$ cat config.mk
export PLATFORM = sky130hd
export DESIGN_NAME = addsub_seq_flags
export DESIGN_NICKNAME = d
export VERILOG_FILES = /design/src/rtl/addsub_seq_flags.sv
export SDC_FILE = /design/constraint.sdc
export NUM_CORES = 1
export LEC_CHECK = 0
export CORE_MARGIN = 2
export CORE_UTILIZATION = 62
export CTS_CLUSTER_DIAMETER = 80
export DETAILED_ROUTE_END_ITERATION = 8
export DONT_BUFFER_PORTS = 1
export GPL_ROUTABILITY_DRIVEN = 0
export GPL_TIMING_DRIVEN = 0
export PLACE_DENSITY = 0.78
export SETUP_SLACK_MARGIN = 0.3
export SLEW_MARGIN = 20
export SYNTH_ARGS = -nofsm -noshare
export SYNTH_HDL_FRONTEND = slang
export SYNTH_SLANG_ARGS = --single-unit
$ cat constraint.sdc
create_clock -name clk -period 2.6 [get_ports clk]
set_input_delay 0.52 -clock clk [delete_from_list [all_inputs] [get_ports clk]]
set_output_delay 0.52 -clock clk [all_outputs]
set_load 0.03 [all_outputs]
$ cat src/rtl/addsub_seq_flags.sv
// Multi-cycle adder/subtractor: CHUNK bits per clock through a shared ripple slice,
// start/busy/done handshake, registered result and status flags.
module addsub_seq_flags #(
    parameter int WIDTH = 8,
    parameter int CHUNK = 2
) (
    input  logic             clk,
    input  logic             rst_n,
    input  logic             start,
    input  logic [WIDTH-1:0] a_in,
    input  logic [WIDTH-1:0] b_in,
    input  logic             cin,
    input  logic             k,
    output logic             busy,
    output logic             done,
    output logic [WIDTH-1:0] out,
    output logic             cout,
    output logic             ovf,
    output logic             zero,
    output logic             neg,
    output logic [WIDTH-1:0] mag
);
    localparam int N  = WIDTH / CHUNK;
    localparam int CW = (N > 1) ? $clog2(N) : 1;

    typedef enum logic [1:0] {
        IDLE,
        RUN,
        DONE
    } state_t;

    state_t state, state_next;

    logic [WIDTH-1:0]       a_reg;
    logic [WIDTH-1:0]       b_reg;
    // Holds the chunks already produced; the final chunk comes straight from the slice.
    logic [WIDTH-CHUNK-1:0] sum_reg;
    logic                   carry;
    logic                   k_reg;
    logic [CW-1:0]          cnt;

    logic             accept;
    logic             last;
    logic [CHUNK:0]   slice;
    logic [WIDTH-1:0] sum_next;
    logic [WIDTH-1:0] neg_sum;
    logic             msb_carry;

    assign busy   = (state == RUN);
    assign done   = (state == DONE);
    assign accept = start && (state != RUN);
    assign last   = (state == RUN) && (cnt == CW'(N - 1));

    assign slice     = {1'b0, a_reg[CHUNK-1:0]} + {1'b0, b_reg[CHUNK-1:0]} + {{CHUNK{1'b0}}, carry};
    assign sum_next  = {slice[CHUNK-1:0], sum_reg};
    assign neg_sum   = (~sum_next) + WIDTH'(1);
    // Carry into the MSB recovered from the MSB's own sum bit and operand bits.
    assign msb_carry = a_reg[CHUNK-1] ^ b_reg[CHUNK-1] ^ slice[CHUNK-1];

    always_ff @(posedge clk) begin
        if (!rst_n) begin
            state <= IDLE;
        end else begin
            state <= state_next;
        end
    end

    always_comb begin
        state_next = state;
        case (state)
            IDLE:    if (start) state_next = RUN;
            RUN:     if (last) state_next = DONE;
            DONE:    state_next = start ? RUN : IDLE;
            default: state_next = IDLE;
        endcase
    end

    always_ff @(posedge clk) begin
        if (!rst_n) begin
            a_reg   <= '0;
            b_reg   <= '0;
            sum_reg <= '0;
            carry   <= 1'b0;
            k_reg   <= 1'b0;
            cnt     <= '0;
            out     <= '0;
            cout    <= 1'b0;
            ovf     <= 1'b0;
            zero    <= 1'b0;
            neg     <= 1'b0;
            mag     <= '0;
        end else if (accept) begin
            a_reg <= a_in;
            b_reg <= k ? ~b_in : b_in;
            carry <= cin;
            k_reg <= k;
            cnt   <= '0;
        end else if (state == RUN) begin
            a_reg   <= a_reg >> CHUNK;
            b_reg   <= b_reg >> CHUNK;
            sum_reg <= sum_next[WIDTH-1:CHUNK];
            carry   <= slice[CHUNK];
            cnt     <= cnt + CW'(1);
            if (last) begin
                out  <= sum_next;
                cout <= slice[CHUNK];
                ovf  <= msb_carry ^ slice[CHUNK];
                zero <= (sum_next == '0);
                neg  <= sum_next[WIDTH-1];
                mag  <= (k_reg && sum_next[WIDTH-1]) ? neg_sum : sum_next;
            end
        end
    end
endmodule

Word level (Yosys, flattened, before mapping)
Cells that the tools add are included.

cells by class
  reduce and logical (&&, ||, !) cells = 10
  multiplexer cells = 12
  equal/unequal tests = 6
  bitwise gates (word level) = 7
  add/subtract/negate cells = 4

operators with widths
  kind                                                   number
  2-to-1 mux 8 bit                                       6
  NOT 8 bit                                              2
  adder 8 x 1 -> 8 bit, second input constant            1
  zero test 8 bit                                        1
  one-hot mux 2 bit (3 select lines)                     1
  equality test 2 bit, second input constant             2
  2-to-1 mux 2 bit                                       2
  inequality test 2 x 1 -> 1 bit, second input constant  2
  AND reduction 2 bit                                    2
  adder 2 x 2 -> 3 bit                                   1
  adder 3 x 1 -> 3 bit                                   1
  logical AND 1 bit                                      3
  2-to-1 mux 1 bit                                       3
  AND reduction 3 bit                                    1
  XOR 1 bit                                              3
  adder 2 x 1 -> 2 bit, second input constant            1
  equality test 2 x 1 -> 1 bit, second input constant    1
  zero test 2 bit                                        1
  inequality test 2 bit, second input constant           1
  NOT 1 bit                                              2
  nonzero test 2 bit                                     1
  OR reduction 2 bit                                     1

word-level totals
  input bits = 21
  bits in registers = 48
  output and inout port bits = 22

Logic depth before layout (Yosys ltp)
Gate-level depths: netlist of the first run.

  depth in word-level cells = 5
  depth in mapped cells = 7
  mapped depth without buffers = 6

Least setup slack after synthesis of the first run
No wires, ideal clock.

  path kind = register to register
  from = register a_reg[0]
  to = register mag[2]
  period minus slack after synthesis = 2234 ps
  cell stages (with the launch flop) = 8
  path buffers = 1
  slack = 366 ps
  arrival = 2146 ps
  data required time = 2512 ps
  library setup time = 88 ps
  path through = dfxtp_1 inv_1 fa_1 fa_1 nand2b_4 buf_6 or3_1 a311oi_2

on the way
  cells in the longest elaborated chain, start to end = 4

ends and longest elaborated chain
  element                   line  text
  start: declaration        34    logic [WIDTH-1:0] a_reg;
  start signal: assignment  93    a_reg <= a_in;
  start signal: assignment  99    a_reg <= a_reg >> CHUNK;
  adder 2 x 2 -> 3 bit      54    assign slice = {1'b0, a_reg[CHUNK-1:0]} + {1'b0, b_reg[CHUNK-1:0]} + {{CHUNK{1'b0}}, carry};
  adder 3 x 1 -> 3 bit      54
  logical AND 1 bit         110   mag <= (k_reg && sum_next[WIDTH-1]) ? neg_sum : sum_next;
  2-to-1 mux 8 bit          110
  end signal: assignment    110
  end: declaration          21    output logic [WIDTH-1:0] mag

Every way passes these cells.
A chain may end at the register's enable or synchronous reset.

Worst setup path in the final report of the first run
  from = register a_reg[0]
  to = register ovf

on the way
  cells in the longest elaborated chain, start to end = 4

ends and longest elaborated chain
  element                 line  text
  adder 2 x 2 -> 3 bit *  54
  adder 3 x 1 -> 3 bit *  54
  XOR 1 bit               58    assign msb_carry = a_reg[CHUNK-1] ^ b_reg[CHUNK-1] ^ slice[CHUNK-1];
  XOR 1 bit *             107   ovf <= msb_carry ^ slice[CHUNK];
  end signal: assignment  107
  end: declaration        18    output logic ovf,

Every way passes the cells marked *; elsewhere a longest branch is shown, timed or not.

==> results of run 1 <==
==> Yosys cell counts, types with 6 or more instances <==
cell      instances
inv_1             8
clkbuf_1          8
mux2i_1           7
xnor2_1           8
nand2_1          35
a21oi_1          22
nand3_1           6
o21ai_0           6
a211oi_1         13
dfxtp_1          46
buf_2             9
nor2_1           27
a211o_1           6
==> cell type report <==
type	instances	area, um2	area share
multi-input combinational	170	1074	0.4658
clock buffer	5	37.54	0.01629
timing repair buffer	1	7.507	0.003257
sequential	46	920.9	0.3996
tap	46	57.56	0.02497
buffer	20	101.3	0.04397
inverter	10	37.54	0.01629
clock inverter	3	68.82	0.02986
==> worst max-delay path by stage <==
stage | from | end | slack (ps) | depth (start not counted)
global route | a_reg[0] | mag[2] | 350 | 7
detailed placement | a_reg[0] | mag[2] | 230 | 7
CTS | a_reg[0] | mag[2] | 310 | 7
global placement | a_reg[0] | mag[2] | 260 | 7
finish | a_reg[0] | ovf | 480 | 7
floorplan | a_reg[0] | mag[2] | 370 | 7
==> timing repair <==
item                                   in CTS  in global routing
setup endpoints to repair                   4                  3
endpoints found under the hold margin       0                  0
setup buffers                               1                  0
resized for setup                           1                  1
pin swaps                                   1                  2
==> stage by stage <==
step / hold slack, ps / setup WS, ps / power (W)
3_5_place_dp: 443.1 / 225.3 / 0.0009879
3_3_place_gp: 438.9 / 257.9 / 0.0009839
4_1_cts: 295.6 / 310.0 / 0.001527
2_1_floorplan: 432.2 / 366.1 / 0.0009448
5_1_grt: 319.8 / 350.3 / 0.001586
6_report: 296.9 / 478.2 / 0.001526
==> metal layers <==
layer / wire [um] / share of wire / global-route usage / vias to the layer above
li1: - / - / - / 863
met1: 2110 / 0.47 / 0.3353 / 827
met2: 2047 / 0.45 / 0.3884 / 56
met3: 275 / 0.061 / 0.06486 / 10
met4: 81 / 0.018 / 0.06667 / 0
met5: 0 / 0 / 0 / -
==> cell families after synthesis <==
group | after synthesis
xor gates and xnor gates | 9
AOI/OAI and AO/OA | 60
buffers and inverters | 30
muxes | 7
adders and majority gates | 5
and+or+nand+nor | 89
DFF | 46
==> power groups by stage <==
stage | registers (W) | clock network (W) | logic [W]
3_3_place_gp | 0.000775 | 0 | 0.000209
3_5_place_dp | 0.000776 | 0 | 0.000212
4_1_cts | 0.000760 | 0.000547 | 0.000220
2_1_floorplan | 0.000769 | 0 | 0.000176
6_report | 0.000760 | 0.000545 | 0.000221
5_1_grt | 0.000765 | 0.000573 | 0.000248
==> results_dict.tcl, run 1 <==
set metrics [dict create \
    status "complete, no violations" \
    r2r_start "a_reg[0]" \
    clkLatencyLatePin_ps 370 \
    synth_edf_count 0 \
    portBuffers 0 \
    diodes 0 \
    fin_crit_sh 0.8161 \
    cts_tree "built" \
    dr.pass1.iters 5 \
    synthXorXnorAreaFrac 0.04586 \
    avgSynthCellArea_um2 8.652 \
    final_area_um2 2305 \
    nFillCells 289 \
    worstSetupStartpointType "register" \
    hold_class "input port to register" \
    cts.reportedPaths.clkPinSlew_ps 140 \
    tns_ps 0 \
    regToRegSetupSlack_ps 480 \
    yosys_most_used_dff "dfxtp_1" \
    antenna_found_initial 0 \
    final_common_cell "dfxtp_1" \
    remaining_drc_errors 0 \
    ctsHtreeMaxLevel 2 \
    synth_seq_area_share 0.4327 \
    post-route-min-period_ps 2122 \
    hold_violations 0 \
    slew_headroom 0.6234 \
    peakVddDrop_mv 0.4122 \
    grt_max_degree 16 \
    rows 21 \
    rsz0062_at_grt "no" \
    dr.first_iter.drc_count 89 \
    die-area_um2 3918 \
    crit_arrival_ps 2380 \
    worstHoldPathCells 2 \
    cp_slowest_stage_delay_ps 550 \
    grt_pass1_wl_mm 7.590 \
    grt_usage 0.2460 \
    syn_area_um2 2128 \
    leakage_nw 0.8859 \
    p_sw_w 0.0003864 \
    die_width_um 62.59 \
    overflow 0 \
    p_per_area_nw_per_um2 662.0 \
    synth_largest_area_cell "dfxtp_1" \
    crit_buf_inv 2 \
    combPwrFrac 0.145 \
    r2r_cells 7 \
    syn2layout_area_growth_pct 8.289 \
    cpMostUsedCell "fa_2" \
    internal_power_w 0.001139 \
    grt_pass1_vias 1554 \
    setup_viol 0 \
    cp-end-kind "register" \
    path_class "register to register" \
    drv_slew 0 \
    core_area_um2 3311 \
    crit_family "adder cells" \
    clock_path_buffers 2 \
    start_util 0.6429 \
    final_cell_mix "dfxtp_1, nand2_1, nor2_1" \
    place_inst 292 \
    drive_above_1_share 0.1137 \
    required_ps 2860 \
    cp_cell_sequence "inv_1, fa_2, fa_2, buf_4, xor3_4, nand2_1, a21oi_1" \
    p_clk_frac 0.357 \
    fin_util 0.6961 \
    ys_warn_count 0 \
    cts_sinks 46 \
    placed_cell_area_um2 2186 \
    cts-root-buf "clkbuf_4" \
    synth.ff_latch_count 46 \
    hold_start "a_in[6]" \
    nets 280 \
    synth_cells 246 \
    ios 43 \
    timing.rr.end "ovf" \
    via_per_inst 5.834 \
    hold_buffers 0 \
    synth_compound_area_frac 0.1922 \
    cp_max_fo 6 \
    synth_top_area_share 0.4327 \
    tightest_slew_ps 563.8 \
    cts_made_buffers 5 \
    ant_nets 0 \
    synthArstFlopShare 0 \
    dr_total_vias 1756 \
    max_freq_mhz 471.3 \
    maxCapViolCount 0 \
    die_h_um 62.59 \
    hold_path_end "a_reg[6]" \
    synth_fa_ha_area_frac 0.03645 \
    dpl.hpwl_mm 3.170 \
    ys_types 42 \
    synthTopCellsByArea "dfxtp_1, nand2_1, a21oi_1" \
    synth_mux_area_frac 0.03292 \
    synthSimpleGateAreaFrac 0.1946 \
    seqPwrFrac 0.498 \
    fin_worst_skew_ps 19.09 \
    drt-total-wl_mm 4.515 \
    synth_nets 272 \
    p_sw_frac 0.2533 \
    synth_top_family_by_area "simple AND/OR/NAND/NOR gates" \
    cp_slowest_cell "fa_2" \
    fin_cells 301 \
    drt-wirelength-per-cell_um 15.00 \
]
Power figures use the tool's default switching activity.
==> run 2, diff against run 1 <==
CORE_UTILIZATION = 56   (was 62)
PLACE_DENSITY = 0.74   (was 0.78)
clock period = 1.9 ns   (was 2.6 ns; I/O delays follow)
==> run 2 against run 1 <==
  * The run now ends with negative setup slack left
  * Register-to-register slack lost 630 ps
  * Sequential power grew 37%
  * Worst setup slack lost 630 ps
  * Power grew 36%
  * First-iteration DRC count grew 31%
  * Combinational power grew 41%
  * Clock power grew 32%
  * Die area grew 10%
==> results_dict.tcl, run 2 (synthesis results as in run 1) <==
set metrics [dict create \
    status "complete, but fails checks" \
    rows 22 \
    tightest_slew_ps 593.0 \
    place_inst 294 \
    p_per_area_nw_per_um2 882.5 \
    nets 282 \
    setup_viol 7 \
    setup.worst_path.start "carry" \
    core_area_um2 3661 \
    drt-total-wl_mm 4.522 \
    cp_max_fo 5 \
    cts.reportedPaths.clkPinSlew_ps 80 \
    dpl.hpwl_mm 3.197 \
    cp_cell_sequence "inv_2, fa_2, fa_2, nand2b_4, buf_6, or3_1, a311oi_2" \
    hold_class "input port to register" \
    fin_crit_sh 1.080 \
    drive_above_1_share 0.1479 \
    grt_usage 0.2300 \
    cpMostUsedCell "fa_2" \
    leakage_nw 0.8986 \
    cp_slowest_stage_delay_ps 430 \
    die_width_um 65.65 \
    cts_tree "built" \
    path_class "register to register" \
    cts_made_buffers 5 \
    slew_headroom 0.6038 \
    max_freq_mhz 487.2 \
    maxCapViolCount 0 \
    hold_violations 0 \
    final_cell_mix "dfxtp_1, nand2_1, nor2_1" \
    grt_pass1_wl_mm 7.569 \
    overflow 0 \
    r2r_start "carry" \
    cp_slowest_cell "fa_2" \
    portBuffers 0 \
    post-route-min-period_ps 2053 \
    p_sw_frac 0.2560 \
    diodes 0 \
    syn2layout_area_growth_pct 10.23 \
    antenna_found_initial 0 \
    peakVddDrop_mv 0.5784 \
    required_ps 2120 \
    drt-wirelength-per-cell_um 14.83 \
    finalPower_w 0.002070 \
    internal_power_w 0.001540 \
    grt_max_degree 15 \
    dr.first_iter.drc_count 117 \
    fin_cells 305 \
    rsz0062_at_grt "yes" \
    drv_slew 0 \
    ant_nets 0 \
    hold_buffers 0 \
    fin_worst_skew_ps 2.749 \
    crit_arrival_ps 2270 \
    cp-end-kind "register" \
    fin_ws_ps -152.6 \
    violations "negative setup slack" \
    die_h_um 65.65 \
    dr.pass1.iters 4 \
    cts_sinks 46 \
    dr_total_vias 1719 \
    p_clk_frac 0.346 \
    clkLatencyLatePin_ps 300 \
    clock_path_buffers 2 \
    final_common_cell "dfxtp_1" \
    remaining_drc_errors 0 \
    cts-root-buf "clkbuf_8" \
    via_per_inst 5.636 \
    combPwrFrac 0.151 \
    seqPwrFrac 0.503 \
    grt_pass1_vias 1625 \
    start_util 0.5813 \
    ios 43 \
    worstSetupStartpointType "register" \
    die-area_um2 4310 \
    p_sw_w 0.0005300 \
    ctsHtreeMaxLevel 2 \
    hold_start "a_in[6]" \
]
[run 2: worst paths after layout]
check,endpoint,slack [ps],cells after the start
worst max-delay path,mag[2],-150,7
worst min-delay path,a_reg[6],230,2
worst max register to register,mag[2],-150,7
worst min register to register,b_reg[3],460,2
[run 2: final cells by class]
class	count	area [um2]
flip-flops and latches	46	924.6
clock inverters	3	40.04
multi-input cells	170	1086
plain buffers	20	108.9
clock buffers	5	68.82
well taps	48	60.06
inverters	10	37.54
repair buffers	3	20.02
fillers	324	1315
[run 2: stage by stage]
step                      cell area (um2)  setup WS, ps  utilization  setup TNS [ps]  hold slack, ps
after floorplan                      2135        -215.1            -          -502.5           432.2
after global placement               2195        -297.3       0.5995           -1205           440.0
after detailed placement             2195        -323.9       0.5995           -1268           445.8
after CTS                            2331        -151.5       0.6367          -585.1           220.8
after global routing                 2346        -197.8       0.6408           -1228           252.9
final                                2346        -152.6       0.6408          -658.9           229.5
[run 2: repair_timing]
item | in CTS | in global routing
gates cloned | 1 | 0
buffers inserted | 2 | 0
pin swaps | 5 | 2
resized for setup | 3 | 5
setup endpoints to repair | 12 | 18
[run 2: per-layer routing]
layer  routed length [um]  up-vias  global-route usage
met2                 2086       59              0.3573
met5                    0        -                   0
met1                 2023      789              0.3046
li1                     -      864                   -
met3                  355        7             0.07192
met4                   57        0             0.07031
[run 2: power groups by stage]
stage	registers, W	logic, W	clock network, W
2_1_floorplan	0.00105	0.000243	0
3_3_place_gp	0.00106	0.000292	0
3_5_place_dp	0.00106	0.000296	0
4_1_cts	0.00104	0.000307	0.000734
5_1_grt	0.00105	0.000343	0.000781
6_report	0.00104	0.000312	0.000717
[run 2: worst max-delay path, delay by kind of cell (launching register included)]
kind / cells / cell delay (ps)
buffers and inverters: 2 / 160
AO/OA/AOI/OAI: 1 / 190
AND/OR/NAND/NOR: 2 / 480
flip-flops: 1 / 330
adder cells (fa/ha/maj): 2 / 810
==> run 3, diff against run 2 <==
CELL_PAD_IN_SITES_DETAIL_PLACEMENT = 0   (was default)
CELL_PAD_IN_SITES_GLOBAL_PLACEMENT = 1   (was default)
CORE_UTILIZATION = 42   (was 56)
PLACE_DENSITY = default   (was 0.74)
PLACE_DENSITY_LB_ADDON = 0.1   (was default)
==> run 3 against run 2 <==
  * The flow still finishes with violations (negative setup slack)
  * Fmax is 1.7% lower
  * Utilization is 15 points lower
  * Worst setup slack worse by 36 ps
  * Hold slack worse by 2.2 ps
==> results_dict.tcl, run 3 (synthesis results as in run 1) <==
set metrics [dict create \
    final_common_cell "dfxtp_1" \
    fin_worst_skew_ps 8.281 \
    cpMostUsedCell "fa_2" \
    cp_slowest_stage_delay_ps 430 \
    peakVddDrop_mv 0.4233 \
    ant_nets 0 \
    dpl.hpwl_mm 3.456 \
    path_class "register to register" \
    clock_path_buffers 2 \
    start_util 0.4418 \
    crit_arrival_ps 2330 \
    maxCapViolCount 0 \
    cp.depth 8 \
    cts.reportedPaths.clkPinSlew_ps 90 \
    cts_made_buffers 5 \
    cp_cell_sequence "inv_2, fa_2, fa_2, nand2b_4, buf_6, buf_4, a2111o_1, nand4_1" \
    antenna_found_initial 0 \
    nets 284 \
    diodes 0 \
    ctsHtreeMaxLevel 2 \
    syn2layout_area_growth_pct 11.40 \
    remaining_drc_errors 0 \
    rows 25 \
    portBuffers 0 \
    finalPower_w 0.001990 \
    leakage_nw 0.8974 \
    drt-wirelength-per-cell_um 15.15 \
    drv_slew 0 \
    r2r_start "carry" \
    cp-end-kind "register" \
    fin_ws_ps -188.9 \
    grt_pass1_vias 1679 \
    ios 43 \
    r2r_cells 8 \
    dr_total_vias 1707 \
    grt_usage 0.1945 \
    cts-root-buf "clkbuf_8" \
    worstSetupStartpointType "register" \
    overflow 0 \
    p_per_area_nw_per_um2 839.2 \
    place_inst 313 \
    max_freq_mhz 478.7 \
    die_h_um 75.19 \
    die-area_um2 5653 \
    hold_violations 0 \
    crit_family "adder cells" \
    status "complete, but fails checks" \
    final_cell_mix "dfxtp_1, nand2_1, nor2_1" \
    dr.pass1.iters 4 \
    tightest_slew_ps 630.1 \
    fin_cells 326 \
    hold_class "input port to register" \
    clkLatencyLatePin_ps 300 \
    cp_slowest_cell "fa_2" \
    fin_util 0.4922 \
    dr.first_iter.drc_count 85 \
    nFillCells 515 \
    timing.rr.end "mag[6]" \
    cts_tree "built" \
    setup.worst_path.start "carry" \
    via_per_inst 5.236 \
    post-route-min-period_ps 2089 \
    drive_above_1_share 0.1544 \
    crit_end "mag[6]" \
    die_width_um 75.19 \
    crit_buf_inv 3 \
    rsz0062_at_grt "yes" \
    setup_viol 7 \
    required_ps 2140 \
    fin_crit_sh 1.099 \
    grt_max_degree 15 \
    drt-total-wl_mm 4.938 \
    slew_headroom 0.5800 \
    hold_buffers 0 \
    violations "negative setup slack" \
    grt_pass1_wl_mm 8.300 \
    cts_sinks 46 \
    holdWs_ps 227.3 \
    tns_ps -696.2 \
    core_area_um2 4817 \
    regToRegSetupSlack_ps -190 \
    cp_max_fo 5 \
]
==> run 3: cell types whose count changed in the layout (fill, tap and decap cells not counted), sizes merged <==
cell / change
buf: +2
clkinvlp: +1
clkbuf: +1
clkinv: -1
bufinv: -1
==> run 3: worst min-delay path by stage <==
stage	from	endpoint	slack, ps	cells after the start
6_report	a_in[7]	a_reg[7]	230	2
5_1_grt	a_in[6]	a_reg[6]	240	2
4_1_cts	a_in[7]	a_reg[7]	220	2
3_5_place_dp	b_reg[3]	b_reg[1]	440	2
3_3_place_gp	b_reg[2]	b_reg[0]	440	2
2_1_floorplan	b_reg[2]	b_reg[0]	430	2
==> run 3: area by class of cell <==
type / instances / area, um2 / share of cell area
well taps: 67 / 83.83 / 0.03536
clock buffers: 6 / 82.58 / 0.03483
clock inverters: 2 / 12.51 / 0.005277
flip-flops and latches: 46 / 924.6 / 0.3900
plain buffers: 20 / 108.9 / 0.04591
repair buffers: 5 / 35.03 / 0.01478
multi-input cells: 170 / 1086 / 0.4580
inverters: 10 / 37.54 / 0.01583
==> run 3: metrics by stage <==
stage               setup WS (ps)  cell area, um2
detailed placement         -302.8            2218
global route               -253.9            2371
floorplan                  -215.1            2135
finish                     -188.9            2371
global placement           -301.3            2218
CTS                        -177.8            2356
==> run 3: where the power goes <==
part | switching [W] | leakage [nW] | total (W) | internal (W)
Clock | 0.000340 | 0.0472 | 0.000633 | 0.000293
Sequential | 0.0000339 | 0.376 | 0.00104 | 0.00101
Combinational | 0.000167 | 0.474 | 0.000315 | 0.000149
Total | 0.000541 | 0.897 | 0.00199 | 0.00145
==> run 3: metal layers <==
layer	wire [um]	vias to the layer above	global-route usage
met3	258	7	0.04418
li1	-	871	-
met2	2088	45	0.2885
met1	2527	784	0.2782
met4	64	0	0.06823
met5	0	-	0
==> run 3: worst reg2reg max path: stages, from the launching register on <==
cell      delay (ps)
dfxtp_2          330
inv_2             40
fa_2             380
fa_2             430
nand2b_4         160
buf_6            120
buf_4            130
a2111o_1         380
nand4_1           70
==> run 3: repair_timing <==
action,CTS,global route
gates cloned,1,0
endpoints found under the setup margin,12,18
buffers inserted,3,1
gates resized for setup,4,4
pin swaps,3,3
